File: src/rtl/pipe_hazard_ctrl.sv
// pipe_hazard_ctrl: load-use stall and redirect flush sequencer; HAZARD_PERF_CNT_EN adds stall/flush counters
module pipe_hazard_ctrl #(
  parameter int LOAD_STALL_CYCLES = 1,
  parameter int REG_ADDR_W = 3
) (
  input  logic                  clk,
  input  logic                  rst,
  input  logic                  id_valid,
  input  logic [REG_ADDR_W-1:0] id_rs,
  input  logic                  id_rs_used,
  input  logic [REG_ADDR_W-1:0] id_rt,
  input  logic                  id_rt_used,
  input  logic                  dx_valid,
  input  logic                  dx_mem_read,
  input  logic [REG_ADDR_W-1:0] dx_rd,
  input  logic                  ex_redirect,
  input  logic                  halt_req,
  output logic                  stall,
  output logic                  pc_write_en,
  output logic                  dx_bubble,
  output logic                  flush,
  output logic                  flush_again,
  output logic                  flush_final,
  output logic                  halted,
  output logic [15:0]           stall_cnt,
  output logic [15:0]           flush_cnt
);
  typedef enum logic [2:0] {IDLE, STALL, FL1, FL2, FL3, HALT} state_t;
  state_t r_state, w_next;
  logic [1:0] r_cnt, w_cnt_next;
  logic w_hz;
  assign w_hz = id_valid & dx_valid & dx_mem_read &
                ((id_rs_used & (id_rs == dx_rd)) | (id_rt_used & (id_rt == dx_rd)));
  assign pc_write_en = ~stall;
  // state and remaining-stall counter registers
  always_ff @(posedge clk) begin
    if (rst) begin
      r_state <= IDLE;
      r_cnt   <= '0;
    end else begin
      r_state <= w_next;
      r_cnt   <= w_cnt_next;
    end
  end
  // next state and control outputs; redirect outranks hazard, hazard outranks halt
  always_comb begin
    w_next      = r_state;
    w_cnt_next  = r_cnt;
    stall       = 1'b0;
    dx_bubble   = 1'b0;
    flush       = 1'b0;
    flush_again = 1'b0;
    flush_final = 1'b0;
    halted      = 1'b0;
    case (r_state)
      IDLE: begin
        if (ex_redirect) w_next = FL1;
        else if (w_hz) begin
          stall     = 1'b1;
          dx_bubble = 1'b1;
          if (LOAD_STALL_CYCLES > 1) begin
            w_next     = STALL;
            w_cnt_next = 2'(LOAD_STALL_CYCLES - 1);
          end
        end else if (halt_req) w_next = HALT;
      end
      STALL: begin
        stall      = 1'b1;
        dx_bubble  = 1'b1;
        w_cnt_next = r_cnt - 2'd1;
        w_next     = ex_redirect ? FL1 : (r_cnt == 2'd1 ? IDLE : STALL);
      end
      FL1: begin
        flush  = 1'b1;
        w_next = FL2;
      end
      FL2: begin
        flush_again = 1'b1;
        w_next      = FL3;
      end
      FL3: begin
        flush_final = 1'b1;
        w_next      = IDLE;
      end
      HALT: begin
        halted = 1'b1;
        stall  = 1'b1;
      end
      default: w_next = IDLE;
    endcase
  end
`ifdef HAZARD_PERF_CNT_EN
  logic [15:0] r_stall_cnt, r_flush_cnt;
  // saturating counts of non-halt stall cycles and flush-sequence entries
  always_ff @(posedge clk) begin
    if (rst) begin
      r_stall_cnt <= '0;
      r_flush_cnt <= '0;
    end else begin
      if (stall && r_state != HALT && r_stall_cnt != 16'hFFFF) r_stall_cnt <= r_stall_cnt + 16'd1;
      if (w_next == FL1 && r_flush_cnt != 16'hFFFF) r_flush_cnt <= r_flush_cnt + 16'd1;
    end
  end
  assign stall_cnt = r_stall_cnt;
  assign flush_cnt = r_flush_cnt;
`else
  assign stall_cnt = 16'h0000;
  assign flush_cnt = 16'h0000;
`endif
endmodule

File: config.mk
export PLATFORM = sky130hd
export DESIGN_NAME = pipe_hazard_ctrl
export DESIGN_NICKNAME = d
export VERILOG_FILES = /design/src/rtl/pipe_hazard_ctrl.sv
export SDC_FILE = /design/constraint.sdc
export NUM_CORES = 1
export LEC_CHECK = 0
export CORE_MARGIN = 1.5
export CORE_UTILIZATION = 27
export CTS_BUF_LIST = sky130_fd_sc_hd__clkbuf_16
export DETAILED_ROUTE_END_ITERATION = 7
export PLACE_DENSITY = 0.75
export SYNTH_ARGS = -nofsm -noshare
export SYNTH_HDL_FRONTEND = slang
export SYNTH_SLANG_ARGS = --single-unit
export TNS_END_PERCENT = 100
File: constraint.sdc
create_clock -name clk -period 1.25 [get_ports clk]
set_input_delay 0.3125 -clock clk [delete_from_list [all_inputs] [get_ports clk]]
set_output_delay 0.3125 -clock clk [all_outputs]
set_load 0.05 [all_outputs]
==> flow_summary_export.csv, run 1 <==
group,metric,value,unit
clock_tree,tritoncts,"yes",
setup_path,worstSetupPathType,"in -> out",
die,start_util,0.283,
detailed_routing,met1_length,434,microns
power,irDropWorstVdd,0.000464,V
detailed_routing,firstDrtPassIters,4,
detailed_routing,via_per_inst,4.07,
grt,grt-ovfl-total,0,
clock_tree,cts-hold-fix-buffers,0,
die,die_y,50.7,microns
sta,post-route-min-period,1.75,ns
sta,worst_slack,-0.504,ns
power,p_comb_frac,0.488,
sta,setup_viol,9,
sta,rsz0062_at_grt,"yes",
logic_synthesis,synth_edf_count,0,
logic_synthesis,synth-seq-cells,5,
sta,whs,0.592,ns
grt,grtUsageTotal,0.124,
worst_hold_path,hp-class,"reg -> reg",
clock_tree,clk_latency,0.23,ns
final_layout,nets,140,
power,p_int,0.000844,W
detailed_routing,dr_total_vias,603,
clock_tree,clkTransAtPathRegs,0.03,ns
grt,grt_pass1_wl,2.26,mm
die,fp-row-count,17,
clock_tree,clockBufferDepth,2,
power,power_density,1290,nW/um^2
detailed_routing,routed.top_layer,"met4",
setup_path,max_stage_delay,0.46,ns
setup_path,critPathMaxFanout,4,
sta,fin_skew,0.0000883,ns
detailed_routing,antenna_left,0,
final_layout,area_growth,76.4,%
power,swShare,0.397,
setup_path,cp_cell_sequence,"clkdlybuf4s50_1 > nand4_1 > a21oi_4 > or2_4 > buf_12",
die,dieArea,2570,sq um
setup_path,crit_arrival,1.44,ns
place,dp_cells,139,
clock_tree,htreeDepth,1,
logic_synthesis,synth.area.top_cells,"buf_4, dfxtp_1, xnor2_1, nor2_1, nand4_1",
logic_synthesis,avgSynthCellArea,7.68,sq um
sta,slew_violations,0,
final_layout,num-fill-cells,214,
power,seqPwrFrac,0.139,
run_status,status,"finished, violations left",
logic_synthesis,ys_types,25,
detailed_routing,wl,1.50,mm
grt,grt_pass1_vias,540,
power,clock_power_share,0.373,
logic_synthesis,syn_inst,80,
logic_synthesis,ys.flop_type,"dfxtp_1",
grt,grt_max_degree,10,
sta,min_period_over_period,1.40,
logic_synthesis,ys_seq_area_frac,0.163,
setup_path,slowest_stage,"clkdlybuf4s50_1",
detailed_routing,first_iter_violations,6,
logic_synthesis,synth_warnings,0,
final_layout,diodes,0,
logic_synthesis,yosysTopAreaCell,"buf_4",
sta,fmax,570,MHz
place,hpwl,1.12,mm
power,leakagePower,0.498,nW
detailed_routing,routed-wl-met2,872,microns
die,coreArea,2170,sq um
logic_synthesis,synth_top_area_frac,0.391,
logic_synthesis,synth_area,614,sq um
die,die_w,50.7,microns
clock_tree,cts_num_sinks,5,
place,port_buffers,24,
setup_path,path_delay_family,"buffers and inverters",
run_status,violations,"negative setup slack",
clock_tree,cts_buffers,3,
detailed_routing,wire_per_inst,10.2,microns
detailed_routing,dr_wl_met3,122,microns
run,maxCapViolCount,0,
logic_synthesis,async_flop_share,0,
setup_path,worst-path-buf-inv,2,
die,io_pins,57,
place,globalplace.congestion,0.735,
sta,finalHoldViolCount,0,
clock_tree,cts_root_buffer,"clkbuf_16",
detailed_routing,drc,0,
setup_path,end_kind,"output port",
final_layout,layout-drive-gt1-share,0.358,
final_layout,fin_cells,148,
power,p_sw,0.000557,W
grt,antenna_found_initial,0,
setup_path,cp-start-kind,"input pin",
setup_path,required,0.94,ns
## state kept, by name, summed over array words and instances, names as in the netlist
register and count:
r_cnt 2, r_state 3
## placed cells by master (no fill, tap or decap), types with 2 or more instances in the layout
cell / synthesis / routed
inv_1: 2 / 2
dfxtp_2: 0 / 2
buf_6: 0 / 6
or2_4: 0 / 2
nand4_1: 3 / 3
buf_12: 0 / 6
conb_1: 1 / 32
nor2_1: 8 / 6
clkbuf_16: 0 / 3
clkdlybuf4s50_1: 0 / 7
and3_4: 0 / 2
dlygate4sd2_1: 0 / 9
dfxtp_1: 5 / 3
buf_4: 32 / 9
xnor2_1: 7 / 7
## final timing paths
kind | startpoint | endpoint | slack (ns) | depth (start not counted)
setup / recovery | id_rs_used | dx_bubble | -0.50 | 5
setup reg to reg | r_state[0]$_SDFFE_PP0P_ | r_state[2]$_SDFFE_PP0P_ | -0.06 | 6
hold reg to reg | r_cnt[0]$_SDFFE_PP0P_ | r_cnt[0]$_SDFFE_PP0P_ | 0.59 | 2
hold / removal | r_cnt[0]$_SDFFE_PP0P_ | r_cnt[0]$_SDFFE_PP0P_ | 0.59 | 2
## power groups by stage
stage	registers (W)	clock network [W]	logic (W)
2_1_floorplan	0.000199	0	0.000485
3_3_place_gp	0.000192	0	0.000606
3_5_place_dp	0.000193	0	0.000616
4_1_cts	0.000194	0.000524	0.000673
5_1_grt	0.000195	0.000537	0.000716
6_report	0.000194	0.000523	0.000684
## Yosys cell counts, types with 2 or more instances
| library cell | count |
|---|---|
| a211oi_1 | 2 |
| and3_1 | 2 |
| buf_4 | 32 |
| dfxtp_1 | 5 |
| inv_1 | 2 |
| nand4_1 | 3 |
| nor2_1 | 8 |
| nor3_1 | 2 |
| or2_1 | 2 |
| xnor2_1 | 7 |
## stage by stage
stage / cell area (sq um) / util / setup WS (ns) / power (W) / TNS, ns
finish: 1080 / 0.499 / -0.504 / 0.00140 / -2.36
global route: 1080 / 0.499 / -0.564 / 0.00145 / -2.75
CTS: 1060 / 0.489 / -0.556 / 0.00139 / -2.73
detailed placement: 908 / 0.419 / -0.773 / 0.000809 / -3.27
global placement: 908 / 0.419 / -0.726 / 0.000798 / -3.00
floorplan: 753 / - / -0.221 / 0.000684 / -0.775
## final cells by class
class / instances / area [sq um] / area share
clock buffers: 3 / 75.1 / 0.0693
clock inverters: 1 / 3.75 / 0.00346
inverters: 3 / 13.8 / 0.0127
multi-input cells: 70 / 444 / 0.410
flip-flops and latches: 5 / 103 / 0.0947
well taps: 28 / 35.0 / 0.0323
repair buffers: 38 / 409 / 0.378
## metal layers
| metal | vias up | global-route usage |
|---|---|---|
| li1 | 276 | - |
| met1 | 262 | 0.104 |
| met2 | 54 | 0.246 |
| met3 | 11 | 0.0208 |
| met4 | 0 | 0.108 |
| met5 | - | 0 |
## worst register-to-register path, stage by stage, from the launching register on
cell	delay [ns]
dfxtp_2	0.31
nor4_2	0.23
nand4_1	0.17
a21oi_4	0.20
buf_4	0.14
buf_6	0.09
a2111oi_2	0.03
## timing repair
action	in CTS	in global routing
buffers inserted	4	3
pin swaps	12	3
setup endpoints to repair	9	10
gates cloned	0	0
gates resized for setup	26	5
## cell families after synthesis
logic type,after synthesis,synth area share
buf+inv,36,0.418
simple gates,22,0.198
compound gates,7,0.0794
xor+xnor,7,0.0998
flops,5,0.163
fa+ha+maj,1,0.0204
other cells,1,0.00610
mux,1,0.0163
No activity file was read; power rests on OpenSTA's default activity.
==> inputs of run 2 (changes only) <==
--- a/config.mk
+++ b/config.mk
@@ -5,10 +5,12 @@
 export SDC_FILE = /design/constraint.sdc
 export NUM_CORES = 1
 export LEC_CHECK = 0
-export CORE_MARGIN = 1.5
+export ABC_CLOCK_PERIOD_IN_PS = 1250
+export CORE_MARGIN = 3
 export CORE_UTILIZATION = 27
 export CTS_BUF_LIST = sky130_fd_sc_hd__clkbuf_16
 export DETAILED_ROUTE_END_ITERATION = 7
+export GPL_TIMING_DRIVEN = 0
 export PLACE_DENSITY = 0.75
 export SYNTH_ARGS = -nofsm -noshare
 export SYNTH_HDL_FRONTEND = slang
==> flow_summary_export.csv, run 2 (same netlist as run 1, synthesis figures left out) <==
group,metric,value,unit
clock_tree,htreeDepth,1,
grt,grt-ovfl-total,0,
grt,grt_max_degree,11,
detailed_routing,firstDrtPassIters,4,
clock_tree,clk_latency,0.23,ns
clock_tree,cts-hold-fix-buffers,0,
detailed_routing,antenna_left,0,
run,maxCapViolCount,0,
setup_path,crit_arrival,1.49,ns
final_layout,diodes,0,
setup_path,critPathMaxFanout,4,
sta,whs,0.549,ns
sta,finalHoldViolCount,0,
clock_tree,cts_buffers,3,
final_layout,layout_commonest_cell,"buf_4",
setup_path,rrSetupSlack,-0.05,ns
final_layout,area_growth,103,%
detailed_routing,wire_per_inst,9.09,microns
die,die_w,53.7,microns
grt,grt_pass1_wl,2.46,mm
setup_path,ff2ff_path_depth,5,
sta,min_period_over_period,1.45,
clock_tree,cts_num_sinks,5,
run_status,violations,"negative setup slack",
final_layout,largestRegisters,"r_state x3, r_cnt x2",
die,io_pins,57,
worst_hold_path,hold_end,"r_state[1]$_SDFFE_PP0P_",
power,power_density,1140,nW/um^2
final_layout,regMostFlops,"r_state",
sta,fmax,553,MHz
place,hpwl,1.17,mm
die,die_y,53.7,microns
clock_tree,clockBufferDepth,2,
die,coreArea,2060,sq um
die,start_util,0.298,
setup_path,required,0.94,ns
final_layout,layout-drive-gt1-share,0.459,
detailed_routing,via_per_inst,3.68,
final_layout,nets,166,
final_layout,largest_register_ff_count,3,
worst_hold_path,hp-class,"reg -> reg",
run_status,status,"finished, violations left",
place,globalplace.congestion,0.789,
power,leakagePower,0.632,nW
detailed_routing,wl,1.57,mm
sta,post-route-min-period,1.81,ns
worst_hold_path,timing.hold.worst.start,"r_state[2]$_SDFFE_PP0P_",
setup_path,r2r_start,"r_state[1]$_SDFFE_PP0P_",
setup_path,cp-start-kind,"flop",
sta,setup_viol,11,
sta,slew_violations,0,
die,fp-row-count,16,
die,dieArea,2880,sq um
place,pre_cts_ws,-1.51,ns
place,port_buffers,24,
power,irDropWorstVdd,0.000673,V
grt,grt_pass1_vias,566,
clock_tree,clkTransAtPathRegs,0.03,ns
grt,grtUsageTotal,0.121,
clock_tree,tritoncts,"yes",
setup_path,end_kind,"output port",
grt,antenna_found_initial,0,
final_layout,mostFrequentLayoutCells,"buf_4, conb_1, dlygate4sd2_1, xnor2_1, clkdlybuf4s50_1",
detailed_routing,drc,0,
setup_path,timing.rr.end,"r_state[2]$_SDFFE_PP0P_",
sta,fin_skew,0.000223,ns
sta,rsz0062_at_grt,"yes",
detailed_routing,dr_total_vias,637,
clock_tree,cts_root_buffer,"clkbuf_16",
detailed_routing,first_iter_violations,4,
setup_path,worstSetupPathType,"reg -> out",
worst_hold_path,min_path_cells,1,
sta,worst_slack,-0.557,ns
## run 2: cell types whose count changed in the layout (fill, tap and decap cells not counted), moves of 2 or more
cell,previous run,this run
dfxtp_2,2,0
buf_12,6,0
buf_6,6,4
buf_8,0,4
buf_4,9,39
dfxtp_4,0,3
## run 2: area by class of cell
cell class                 instances  area, sq um
timing repair buffer              32          315
tap                               27         33.8
multi-input combinational         70          452
fill                             181          815
inverter                           3         16.3
clock inverter                     1         3.75
sequential                         5          111
buffer                            32          240
clock buffer                       3         75.1
## run 2: critical path, cell delays in order (launching register included)
cell and delay (ns):
dfxtp_4 0.35, nor4_4 0.26, nand4_1 0.17, a21oi_4 0.20
or2_4 0.15, buf_8 0.13
## run 2: worst max path at each step
stage / slack (ns) / endpoint / startpoint
6_report: -0.56 / dx_bubble / r_state[1]$_SDFFE_PP0P_
5_1_grt: -0.63 / dx_bubble / r_state[1]$_SDFFE_PP0P_
4_1_cts: -0.59 / dx_bubble / r_state[1]$_SDFFE_PP0P_
3_5_place_dp: -1.51 / dx_bubble / ex_redirect
3_3_place_gp: -1.54 / dx_bubble / ex_redirect
2_1_floorplan: -0.22 / dx_bubble / r_state[1]$_SDFFE_PP0P_
## run 2: metal layers
layer	vias up	global-route usage	wire length (microns)
li1	333	-	-
met1	264	0.114	488
met2	37	0.232	909
met3	3	0.0277	148
met4	0	0.0766	27
met5	-	0	0
## run 2: timing repair
item                                    4_1_cts  5_1_grt
pin swaps                                    13        3
setup buffers                                 7        1
gates resized for setup                      76        4
endpoints found under the setup margin        9       11
gates cloned                                  0        0
## run 2: through the flow
step                      area, sq um   util  power, W  instances  TNS, ns
after floorplan                   753      -  0.000684        111   -0.775
after global placement           1030  0.498  0.000798        162    -7.40
after detailed placement         1030  0.498  0.000804        162    -7.37
after CTS                        1220  0.593   0.00140        172    -2.38
after global routing             1250  0.605   0.00148        173    -2.95
final                            1250  0.605   0.00143        173    -2.37
## run 2: report_power, final
part / internal, W / switching (W) / leakage [nW]
Sequential: 0.000183 / 0.0000303 / 0.0431
Combinational: 0.000274 / 0.000420 / 0.547
Clock: 0.000414 / 0.000107 / 0.0423
==> inputs of run 3 (changes only) <==
--- a/config.mk
+++ b/config.mk
@@ -12,6 +12,7 @@
 export DETAILED_ROUTE_END_ITERATION = 7
 export GPL_TIMING_DRIVEN = 0
 export PLACE_DENSITY = 0.75
+export SKIP_CTS_REPAIR_TIMING = 1
 export SYNTH_ARGS = -nofsm -noshare
 export SYNTH_HDL_FRONTEND = slang
 export SYNTH_SLANG_ARGS = --single-unit
==> flow_summary_export.csv, run 3 (same netlist as run 1, synthesis figures left out) <==
group,metric,value,unit
sta,min_period_over_period,1.47,
grt,antenna_found_initial,0,
final_layout,nets,163,
run_status,status,"finished, violations left",
detailed_routing,drc,0,
sta,rsz0062_at_grt,"yes",
sta,slew_violations,0,
grt,grt_pass1_vias,512,
final_layout,stdcell_area,1260,sq um
place,hpwl,1.17,mm
clock_tree,clockBufferDepth,2,
die,die_y,53.7,microns
setup_path,critPathMaxFanout,5,
detailed_routing,antenna_left,0,
grt,grt_pass1_wl,2.09,mm
final_layout,mostFrequentLayoutCells,"buf_4, conb_1, dlymetal6s2s_1, xnor2_1, clkdlybuf4s50_1",
setup_path,crit_arrival,1.52,ns
place,globalplace.congestion,0.789,
run_status,violations,"negative setup slack",
sta,setup_viol,11,
sta,finalHoldViolCount,0,
power,power_density,1120,nW/um^2
final_layout,area_growth,104,%
clock_tree,clk_latency,0.23,ns
sta,fmax,546,MHz
clock_tree,cts_num_sinks,5,
setup_path,worstSetupPathType,"reg -> out",
final_layout,largest_register_ff_count,3,
die,io_pins,57,
die,fp-row-count,16,
place,port_buffers,24,
clock_tree,cts_buffers,3,
detailed_routing,wl,1.57,mm
grt,grt_max_degree,11,
power,power,0.00141,W
grt,grtUsageTotal,0.104,
setup_path,max_stage_delay,0.35,ns
detailed_routing,routed-wl-met2,903,microns
die,coreArea,2060,sq um
power,irDropWorstVdd,0.000716,V
detailed_routing,first_iter_violations,10,
worst_hold_path,hp-class,"in -> reg",
setup_path,required,0.94,ns
sta,worst_slack,-0.583,ns
die,start_util,0.298,
final_layout,diodes,0,
setup_path,slowest_stage,"dfxtp_4",
clock_tree,htreeDepth,1,
detailed_routing,dr_wl_met3,175,microns
final_layout,largestRegisters,"r_state x3, r_cnt x2",
die,dieArea,2880,sq um
sta,fin_skew,0.000378,ns
final_layout,regMostFlops,"r_state",
clock_tree,cts_root_buffer,"clkbuf_16",
die,die_w,53.7,microns
setup_path,end_kind,"output port",
clock_tree,clkTransAtPathRegs,0.03,ns
final_layout,layout_commonest_cell,"buf_4",
run,maxCapViolCount,0,
sta,post-route-min-period,1.83,ns
detailed_routing,via_per_inst,3.68,
grt,grt-ovfl-total,0,
clock_tree,tritoncts,"yes",
power,leakagePower,0.700,nW
setup_path,cp_cell_sequence,"nor4_4 > nand4_1 > a21oi_4 > or2_4 > buf_8",
setup_path,cp-start-kind,"flop",
final_layout,layout-drive-gt1-share,0.441,
final_layout,fin_util,0.609,
place,placed_area,1030,sq um
detailed_routing,wire_per_inst,9.22,microns
detailed_routing,firstDrtPassIters,4,
detailed_routing,met1_length,461,microns
detailed_routing,routed.top_layer,"met4",
sta,tns,-2.86,ns
detailed_routing,dr_total_vias,626,
-- run 3: worst paths after layout --
check,from,endpoint,slack (ns),depth (start not counted)
max,r_state[1]$_SDFFE_PP0P_,dx_bubble,-0.58,5
min,ex_redirect,r_state[1]$_SDFFE_PP0P_,0.52,3
max reg2reg,r_state[1]$_SDFFE_PP0P_,r_state[2]$_SDFFE_PP0P_,-0.06,5
min reg2reg,r_state[2]$_SDFFE_PP0P_,r_state[1]$_SDFFE_PP0P_,0.54,1
-- run 3: routing by layer --
metal,track usage,vias to the layer above
li1,-,324
met2,0.198,44
met1,0.0909,255
met5,0,-
met3,0.0277,3
met4,0.0766,0
-- run 3: critical path, delay by kind of cell, from the launching register on --
kind            cells  cell delay (ns)
compound gates      1             0.21
buf+inv             1             0.13
flops               1             0.35
simple gates        3             0.61
-- run 3: through the flow --
step,hold slack [ns],instances,worst slack [ns]
detailed placement,0.524,162,-1.51
global placement,0.505,162,-1.54
finish,0.518,170,-0.583
floorplan,0.382,111,-0.221
global route,0.570,170,-0.657
CTS,0.563,166,-1.52
-- run 3: cell type report --
cell class | instances | area [sq um]
fill | 181 | 806
multi-input combinational | 70 | 440
timing repair buffer | 29 | 330
buffer | 32 | 240
sequential | 5 | 111
clock buffer | 3 | 75.1
tap | 27 | 33.8
inverter | 3 | 21.3
clock inverter | 1 | 3.75
-- run 3: where the power goes --
| part | total (W) | internal (W) | leakage (nW) | switching, W |
|---|---|---|---|---|
| Combinational | 0.000682 | 0.000262 | 0.614 | 0.000419 |
| Clock | 0.000517 | 0.000414 | 0.0423 | 0.000103 |
| Sequential | 0.000210 | 0.000183 | 0.0431 | 0.0000277 |
| Total | 0.00141 | 0.000859 | 0.700 | 0.000550 |
